===== src/rtl/alu_ctrl_md.sv =====
// ALU control decoder with an iterative radix-2 multiplier and an optional restoring divider.
// Define ALU_CTRL_DIV_EN to include the divider (DIV state); without it, divide ops decode as OP_EEE.
module alu_ctrl_md #(
    parameter int XLEN = 32
) (
    input  logic            clk,
    input  logic            rst,
    input  logic            in_valid,
    output logic            in_ready,
    input  logic [1:0]      alu_op,
    input  logic [6:0]      funct7,
    input  logic [2:0]      funct3,
    input  logic [XLEN-1:0] src_a,
    input  logic [XLEN-1:0] src_b,
    input  logic            flush,
    output logic            out_valid,
    input  logic            out_ready,
    output logic [3:0]      alu_func,
    output logic            use_md,
    output logic [XLEN-1:0] md_result,
    output logic            illegal
);
    localparam logic [3:0] OP_ADD = 4'd0, OP_SUB = 4'd1, OP_XOR = 4'd2, OP_OR = 4'd3,
                           OP_AND = 4'd4, OP_SLL = 4'd5, OP_SRL = 4'd6, OP_SRA = 4'd7,
                           OP_SLT = 4'd8, OP_SLTU = 4'd9, OP_EEE = 4'd15;
    localparam int CW = $clog2(XLEN) + 1;

    typedef enum logic [1:0] {IDLE, MUL, DIV, DONE} state_t;

    state_t          state_q, state_d;
    logic            out_valid_q, out_valid_d, use_md_q, use_md_d, illegal_q, illegal_d;
    logic [3:0]      alu_func_q, alu_func_d;
    logic [XLEN-1:0] md_result_q, md_result_d;
    // Engine registers are shared: {acc,lo} is the product for MUL, {remainder,quotient} for DIV.
    logic [XLEN-1:0] acc_q, acc_d, lo_q, lo_d, opnd_q, opnd_d;
    logic [CW-1:0]   cnt_q, cnt_d;
    logic            neg_q, neg_d, hi_sel_q, hi_sel_d;

    logic [3:0]        dec_func;
    logic              dec_mul, dec_div;
    logic              a_neg, b_neg;
    logic [XLEN-1:0]   a_mag, b_mag;
    logic [XLEN:0]     mul_add;
    logic [2*XLEN-1:0] mul_next, mul_fin;

    always_comb begin
        dec_func = OP_EEE;
        dec_mul  = 1'b0;
        dec_div  = 1'b0;
        case (alu_op)
            2'b00: dec_func = OP_ADD;
            2'b01: begin
                case (funct3)
                    3'b000, 3'b001: dec_func = OP_SUB;
                    3'b100, 3'b101: dec_func = OP_SLT;
                    3'b110, 3'b111: dec_func = OP_SLTU;
                    default:        dec_func = OP_EEE;
                endcase
            end
            2'b10: begin
                if (funct7 == 7'h01) begin
                    dec_func = OP_ADD;
                    if (!funct3[2]) begin
                        dec_mul = 1'b1;
                    end else begin
`ifdef ALU_CTRL_DIV_EN
                        dec_div = 1'b1;
`else
                        dec_func = OP_EEE;
`endif
                    end
                end else if (funct7 == 7'h00 || funct7 == 7'h20) begin
                    case ({funct7[5], funct3})
                        4'b0000: dec_func = OP_ADD;
                        4'b1000: dec_func = OP_SUB;
                        4'b0001: dec_func = OP_SLL;
                        4'b0010: dec_func = OP_SLT;
                        4'b0011: dec_func = OP_SLTU;
                        4'b0100: dec_func = OP_XOR;
                        4'b0101: dec_func = OP_SRL;
                        4'b1101: dec_func = OP_SRA;
                        4'b0110: dec_func = OP_OR;
                        4'b0111: dec_func = OP_AND;
                        default: dec_func = OP_EEE;
                    endcase
                end
            end
            default: begin
                case (funct3)
                    3'b000:  dec_func = OP_ADD;
                    3'b100:  dec_func = OP_XOR;
                    3'b110:  dec_func = OP_OR;
                    3'b111:  dec_func = OP_AND;
                    3'b010:  dec_func = OP_SLT;
                    3'b011:  dec_func = OP_SLTU;
                    3'b001:  dec_func = funct7[5] ? OP_EEE : OP_SLL;
                    default: dec_func = funct7[5] ? OP_SRA : OP_SRL;
                endcase
            end
        endcase
    end

    // Signedness of each operand: mulh/div/rem both signed, mulhsu only src_a.
    assign a_neg = src_a[XLEN-1] & ((funct3 == 3'b001) | (funct3 == 3'b010) | (funct3[2] & ~funct3[0]));
    assign b_neg = src_b[XLEN-1] & ((funct3 == 3'b001) | (funct3[2] & ~funct3[0]));
    assign a_mag = a_neg ? -src_a : src_a;
    assign b_mag = b_neg ? -src_b : src_b;

    assign mul_add  = {1'b0, acc_q} + (lo_q[0] ? {1'b0, opnd_q} : {(XLEN+1){1'b0}});
    assign mul_next = {mul_add, lo_q[XLEN-1:1]};
    assign mul_fin  = neg_q ? -mul_next : mul_next;

`ifdef ALU_CTRL_DIV_EN
    logic [XLEN:0]   div_shift, div_diff;
    logic [XLEN-1:0] rem_next, quo_next, div_val;
    logic            div_ovf;
    assign div_shift = {acc_q, lo_q[XLEN-1]};
    assign div_diff  = div_shift - {1'b0, opnd_q};
    assign rem_next  = div_diff[XLEN] ? div_shift[XLEN-1:0] : div_diff[XLEN-1:0];
    assign quo_next  = {lo_q[XLEN-2:0], ~div_diff[XLEN]};
    assign div_val   = hi_sel_q ? rem_next : quo_next;
    assign div_ovf   = ~funct3[0] && (src_a == {1'b1, {(XLEN-1){1'b0}}}) && (src_b == {XLEN{1'b1}});
`endif

    always_comb begin
        state_d     = state_q;
        out_valid_d = out_valid_q;
        alu_func_d  = alu_func_q;
        use_md_d    = use_md_q;
        md_result_d = md_result_q;
        illegal_d   = illegal_q;
        acc_d       = acc_q;
        lo_d        = lo_q;
        opnd_d      = opnd_q;
        cnt_d       = cnt_q;
        neg_d       = neg_q;
        hi_sel_d    = hi_sel_q;
        if (flush) begin
            state_d     = IDLE;
            out_valid_d = 1'b0;
        end else begin
            case (state_q)
                IDLE: if (in_valid) begin
                    alu_func_d  = dec_func;
                    use_md_d    = dec_mul | dec_div;
                    illegal_d   = (dec_func == OP_EEE) && !(dec_mul | dec_div);
                    md_result_d = '0;
                    cnt_d       = '0;
                    state_d     = DONE;
                    out_valid_d = 1'b1;
                    if (dec_mul) begin
                        acc_d       = '0;
                        lo_d        = b_mag;
                        opnd_d      = a_mag;
                        neg_d       = a_neg ^ b_neg;
                        hi_sel_d    = (funct3[1:0] != 2'b00);
                        state_d     = MUL;
                        out_valid_d = 1'b0;
                    end
`ifdef ALU_CTRL_DIV_EN
                    if (dec_div) begin
                        if (src_b == '0) begin
                            md_result_d = funct3[1] ? src_a : {XLEN{1'b1}};
                        end else if (div_ovf) begin
                            md_result_d = funct3[1] ? '0 : src_a;
                        end else begin
                            acc_d       = '0;
                            lo_d        = a_mag;
                            opnd_d      = b_mag;
                            neg_d       = funct3[1] ? a_neg : (a_neg ^ b_neg);
                            hi_sel_d    = funct3[1];
                            state_d     = DIV;
                            out_valid_d = 1'b0;
                        end
                    end
`endif
                end
                MUL: begin
                    acc_d = mul_next[2*XLEN-1:XLEN];
                    lo_d  = mul_next[XLEN-1:0];
                    cnt_d = cnt_q + CW'(1);
                    if (cnt_q == CW'(XLEN-1)) begin
                        md_result_d = hi_sel_q ? mul_fin[2*XLEN-1:XLEN] : mul_fin[XLEN-1:0];
                        state_d     = DONE;
                        out_valid_d = 1'b1;
                    end
                end
`ifdef ALU_CTRL_DIV_EN
                DIV: begin
                    acc_d = rem_next;
                    lo_d  = quo_next;
                    cnt_d = cnt_q + CW'(1);
                    if (cnt_q == CW'(XLEN-1)) begin
                        md_result_d = neg_q ? -div_val : div_val;
                        state_d     = DONE;
                        out_valid_d = 1'b1;
                    end
                end
`endif
                DONE: if (out_ready) begin
                    state_d     = IDLE;
                    out_valid_d = 1'b0;
                end
                default: state_d = IDLE;
            endcase
        end
    end

    always_ff @(posedge clk or posedge rst) begin
        if (rst) begin
            state_q     <= IDLE;
            out_valid_q <= 1'b0;
            alu_func_q  <= 4'b0000;
            use_md_q    <= 1'b0;
            md_result_q <= '0;
            illegal_q   <= 1'b0;
            acc_q       <= '0;
            lo_q        <= '0;
            opnd_q      <= '0;
            cnt_q       <= '0;
            neg_q       <= 1'b0;
            hi_sel_q    <= 1'b0;
        end else begin
            state_q     <= state_d;
            out_valid_q <= out_valid_d;
            alu_func_q  <= alu_func_d;
            use_md_q    <= use_md_d;
            md_result_q <= md_result_d;
            illegal_q   <= illegal_d;
            acc_q       <= acc_d;
            lo_q        <= lo_d;
            opnd_q      <= opnd_d;
            cnt_q       <= cnt_d;
            neg_q       <= neg_d;
            hi_sel_q    <= hi_sel_d;
        end
    end

    assign in_ready  = (state_q == IDLE);
    assign out_valid = out_valid_q;
    assign alu_func  = alu_func_q;
    assign use_md    = use_md_q;
    assign md_result = md_result_q;
    assign illegal   = illegal_q;
endmodule


===== config.mk =====
export PLATFORM = sky130hd
export DESIGN_NAME = alu_ctrl_md
export DESIGN_NICKNAME = d
export VERILOG_FILES = /design/src/rtl/alu_ctrl_md.sv
export SDC_FILE = /design/constraint.sdc
export NUM_CORES = 1
export LEC_CHECK = 0
export BUFFER_PORTS_ARGS = -buffer_cell sky130_fd_sc_hd__buf_4
export CORE_UTILIZATION = 35
export DETAILED_ROUTE_END_ITERATION = 6
export GPL_ROUTABILITY_DRIVEN = 0
export SYNTH_ARGS = -nofsm -noshare
export SYNTH_HDL_FRONTEND = slang
export SYNTH_SLANG_ARGS = --single-unit

===== constraint.sdc =====
create_clock -name clk -period 6.25 [get_ports clk]
set_input_delay 0.9375 -clock clk [delete_from_list [all_inputs] [get_ports clk]]
set_output_delay 0.9375 -clock clk [all_outputs]
set_load 0.02 [all_outputs]

==> impl_results.md, run 1 <==
- Status: finished, final reports clean
- Unrepaired setup endpoints after global routing: no
- Starting Density: 35.5%
- DR vias: 10,600
- Synth async-reset ratio: 100%
- Cell accounting for the most synthesized area: dfrtp_1
- I/O pins: 121
- Grt ovf: 0
- DP HPWL: 24,300 um
- Commonest non-fill, non-tap cell in the layout: nand2_1
- Final ANT Viol Nets: 0
- Clock tree buffer depth: 2
- Share of layout cells above drive strength 1: 11.9%
- Power per cell area: 234 nW/um^2
- Critical R2R Capture: md_result[24]$_DFFE_PP0P_
- Die ar.: 32,700 um^2
- Data required time of the critical path: 6.52 ns
- CP Max Fanout: 33
- Drt total wl: 32,700 um
- Worst EP arrival: 5.38 ns
- Die Wd: 181 um
- Syn. warnings: 0
- CTS tree: yes
- Top cells by area, synth: dfrtp_1, nand2_1, o21ai_0
- Worst-case reg-to-reg path depth: 13
- Post-synth cell types: 78
- CP startpoint kind: flop
- Hold Path Depth: 2
- Wire per inst: 17.2 um
- Pre-CTS setup slack: 1.28 ns
- Crit Path Category: reg -> reg
- Post-synth top area share: 32.5%
- Worst slew pin tran: 1.11 ns
- Worst Skew: 0.0118 ns
- Pin count of the biggest net entering global routing: 97
- Max-cap violations: 0
- FF-to-FF Start: lo_q[0]$_DFFE_PP0P_
- 1st-pass router iterations: 6
- First-pass GRT wire length: 52,500 um
- Vias in the first global route: 10,000
- PortBufs: 120
- Initial DRC Count: 905
- Rows: 65
- H-tree levels: 4
- Crit path capture type: flop
- Most frequent cells in the layout: nand2_1, dfrtp_1, o21ai_0
- Final setup violating endpoints: 0
- Hold Crit Start: opnd_q[19]$_DFFE_PP0P_
- Hold Crit Class: reg -> reg
- Avg Inst Size Synth: 7.88 um^2
- VDD IR max: 0.144 mV
- Vias per cell: 5.58
- Post-CTS Setup Bufs: 0
- Final worst path period share: 81.7%
- Crit path launch: lo_q[0]$_DFFE_PP0P_
- Max Slew Vio Count: 0
- Clock transition at path regs: 0.06 ns
- Hold_buf cts: 0
- Utilization after layout: 41.1%
- P&R area growth vs syn: 15.8%
- Clock sinks: 145
- Initial antenna violation count: 0
- Gate Count Post-Synth: 1,418
- Final Critical Period: 5.10 ns
- Antenna Cells: 0
- Leak: 0.00571 uW
- Die Ht: 181 um
- Worst skew pair latency: 0.43 ns
- Final WS setup: 1.15 ns
- Hold EP: opnd_q[19]$_DFFE_PP0P_
- CTS root buffer: clkbuf_16
- DRC errors left: 0
- Final Hold Viols: 0
- Post-Syn Nets: 1,536
- Sequential fraction of the synthesis area: 32.5%
- Seq cells post-synth: 145
- Core ar.: 31,500 um^2
- CTS buffer count: 17
- Number of synthesized flops with an enable pin: 0
- R2R setup slack: 1.15 ns
- Setup_tns: 0 ns
- Achievable Freq: 196 MHz
- Relative slew slack: 26.2%
- Nets: 1,601
- GRT Total Usage: 20.0%
- Mapped cell area: 11,200 um^2
- Post-synth top flop: dfrtp_1
- Count of cells resized by post-cts repair: 0
## worst max-delay path, cell delays in order, from the launching register on
cell and delay, ns:
dfrtp_1 0.81, and2_1 0.22, ha_1 0.20, fa_1 0.25
a211oi_1 0.12, o31ai_1 0.90, xor2_1 0.30, a211oi_2 0.49
nand4_1 0.24, nor4_1 0.63, nand4_1 0.21, or4_1 0.43
nand3_1 0.09, o21ai_1 0.06
## worst max-delay path by stage
| stage | end | slack (ns) |
|---|---|---|
| floorplan | acc_q[0]$_DFFE_PP0P_ | 1.42 |
| global placement | md_result[24]$_DFFE_PP0P_ | 1.37 |
| detailed placement | md_result[24]$_DFFE_PP0P_ | 1.28 |
| CTS | md_result[24]$_DFFE_PP0P_ | 1.23 |
| global route | md_result[24]$_DFFE_PP0P_ | 0.74 |
| finish | md_result[24]$_DFFE_PP0P_ | 1.15 |
## Yosys cell counts (all sizes together), types with 4 or more instances
master and n:
nand4b 4, xor2 67, or2 5, clkbuf 79, and2 41, o21ai 190
dfrtp 145, ha 36, a22o 22, nand3 23, xnor2 57, a21o 13
o21a 7, o31ai 28, nor3 31, or4 13, a21oi 114, a211oi 11
inv 22, a21boi 4, or3 23, mux2i 13, nand2b 16, o41ai 15
nor2 120, nand4 15, nor2b 6, nor4 19, nor3b 4, nand2 184
o211ai 5, a31oi 14, and3 7, and4 6
## metal layers
layer	up-vias	global-route usage, %	part of all wire [%]
met5	-	0	0
met4	0	5.88	2.4
met3	41	2.64	3.6
met2	257	33.4	47
met1	5037	26.8	47
li1	5256	-	-
## kinds of logic (layout without fill, tap and decap cells)
family	count (synthesis)	count (layout)	synth area share [%]
muxes	14	14	1.26
adders and majority gates	37	37	4.21
DFF	145	145	32.5
AOI/OAI and AO/OA	463	463	25.1
xor gates and xnor gates	124	124	9.78
and+or+nand+nor	530	530	23.6
buffers and inverters	105	182	3.59
## sequential cells by signal, indices dropped and copies added (netlist names)
register   count
cnt_q          6
opnd_q        32
out_valid      1
alu_func       4
illegal        1
use_md         1
md_result     32
lo_q          32
hi_sel_q       1
acc_q         32
state_q        2
neg_q          1
## metrics by stage
step	cell area, um^2	power [uW]	cells	hold WS, ns
final	12900	3020	1897	0.473
after detailed placement	12400	1990	1866	0.467
after global placement	12400	1980	1866	0.460
after global routing	12900	3190	1897	0.503
after floorplan	11200	1690	1418	0.442
after CTS	12900	3050	1897	0.481
## report_power, final
| part | internal, uW | switching (uW) | leakage, uW |
|---|---|---|---|
| sequential | 1060 | 174 | 0.00194 |
| combinational | 318 | 419 | 0.00348 |
| clock | 634 | 415 | 0.000294 |
## final cells by class
cell class / count / area [um^2]
clock buffers: 20 / 447
clock inverters: 11 / 138
fillers: 3135 / 18500
inverters: 23 / 91.3
multi-input cells: 1168 / 7170
flip-flops and latches: 145 / 3630
well taps: 402 / 503
repair buffers: 128 / 961
No activity file was read; power rests on OpenSTA's default activity.
==> run 2: changes to the inputs <==
clock period = 5.4 ns   (was 6.25 ns; I/O delays follow)
==> impl_results.md, run 2 (synthesis results as in run 1) <==
- Worst EP arrival: 5.14 ns
- Max incr delay on CP: 0.69 ns
- Worst skew pair latency: 0.44 ns
- GRT Total Usage: 20.3%
- Wire per inst: 17.4 um
- Power per cell area: 275 nW/um^2
- Die ar.: 32,700 um^2
- First-pass GRT wire length: 53,400 um
- Worst slew pin tran: 1.11 ns
- Core ar.: 31,500 um^2
- Met1 Use GR: 26.8%
- P&R area growth vs syn: 16.8%
- I/O pins: 121
- Rows: 65
- Violated checks: DRC
- Clock tree buffer depth: 2
- Setup_tns: 0 ns
- Pin count of the biggest net entering global routing: 97
- Final worst path period share: 89.2%
- CTS tree: yes
- Final Critical Period: 4.82 ns
- Worst-case reg-to-reg path depth: 14
- Pre-CTS setup slack: 0.663 ns
- Hold_buf cts: 0
- Worst Skew: 0.00922 ns
- CP Max Fanout: 33
- Antenna Cells: 0
- Crit path max-delay family: compound AO/OA/AOI/OAI gates
- Utilization after layout: 41.5%
- Achievable Freq: 208 MHz
- Data required time of the critical path: 5.72 ns
- Grt ovf: 0
- Nets: 1,610
- Initial DRC Count: 679
- Count of cells resized by post-cts repair: 0
- Max Slew Vio Count: 0
- Relative slew slack: 25.8%
- Met3 usage: 2.56%
- FF-to-FF Start: lo_q[0]$_DFFE_PP0P_
- Max-cap violations: 0
- Clock transition at path regs: 0.07 ns
- Crit Path Category: reg -> reg
- Starting Density: 35.5%
- Buf/Inv on CP: 1
- Vias in the first global route: 10,200
- Die Wd: 181 um
- Leak: 0.00577 uW
- Unrepaired setup endpoints after global routing: no
- Most frequent cells in the layout: nand2_1, dfrtp_1, o21ai_0
- Share of layout cells above drive strength 1: 12.6%
- Vias per cell: 5.64
- DR vias: 10,800
- CTS root buffer: clkbuf_16
- 1st-pass router iterations: 7
- Die Ht: 181 um
- Post-CTS Setup Bufs: 0
- Met2 Resource Use GR: 33.3%
- Final setup violating endpoints: 0
- Crit path capture type: flop
- VDD IR max: 0.175 mV
- CTS buffer count: 17
- Critical R2R Capture: md_result[28]$_DFFE_PP0P_
- Global route hottest layer: met2
- Crit path depth: 14
- Final ANT Viol Nets: 0
- Final Hold Viols: 0
- DRC errors left: 1
- Worst path slowest cell: dfrtp_1
- Status: complete, but fails checks
- DP HPWL: 24,700 um
- Worst-path cell chain: and2_1, ha_1, fa_1, a211oi_1, o31ai_1, buf_4, o211a_1, o21ai_1, and4b_1, xnor2_1, or4b_1, o41ai_1, xor2_1, o21ai_1
- H-tree levels: 4
- Commonest non-fill, non-tap cell in the layout: nand2_1
- R2R setup slack: 0.58 ns
- Initial antenna violation count: 0
- PortBufs: 120
- CP startpoint kind: flop
- Drt total wl: 33,100 um
- Clock sinks: 145
- CP dominant cell by count: o21ai_1
- Final WS setup: 0.585 ns
- Total Power: 3600 uW
- Hold Crit Class: in -> async
run 2: cell count changes in the layout (fill, tap and decap cells not counted):
cell        before  now
clkinv_4         1    4
clkinvlp_4       0    2
clkbuf_8         1    0
buf_4          128  137
inv_6            2    4
clkbuf_1         2    0
clkinv_2         6    2
bufinv_16        3    4
run 2: cell type report:
cell class / instances / area [um^2]
Tap cell: 402 / 503
Inverter: 23 / 91.3
Timing Repair Buffer: 137 / 1030
Clock inverter: 15 / 206
Fill cell: 3199 / 18400
Multi-Input combinational cell: 1168 / 7170
Clock buffer: 17 / 425
Sequential cell: 145 / 3630
run 2: power breakdown:
part | switching (uW) | total [uW] | internal [uW]
Combinational | 493 | 861 | 369
Clock | 520 | 1300 | 779
Sequential | 206 | 1440 | 1230
Total | 1220 | 3600 | 2380
run 2: metrics by stage:
stage	instances	area, um^2	hold WS [ns]
floorplan	1418	11200	0.442
global placement	1875	12400	0.465
detailed placement	1875	12400	0.464
CTS	1907	13100	0.484
global route	1907	13100	0.506
finish	1907	13100	0.456
run 2: how the worst max path moves through the flow:
| stage | startpoint | to |
|---|---|---|
| finish | lo_q[0]$_DFFE_PP0P_ | md_result[28]$_DFFE_PP0P_ |
| global route | lo_q[0]$_DFFE_PP0P_ | md_result[28]$_DFFE_PP0P_ |
| CTS | lo_q[0]$_DFFE_PP0P_ | md_result[28]$_DFFE_PP0P_ |
| detailed placement | lo_q[0]$_DFFE_PP0P_ | md_result[28]$_DFFE_PP0P_ |
| global placement | lo_q[0]$_DFFE_PP0P_ | md_result[28]$_DFFE_PP0P_ |
| floorplan | rst | acc_q[0]$_DFFE_PP0P_ |
run 2: metal layers:
layer  share of wire [%]  wire [um]
met1                  46      15200
met2                  47      15600
met3                 3.6       1200
met4                 3.4       1130
met5                   0          0
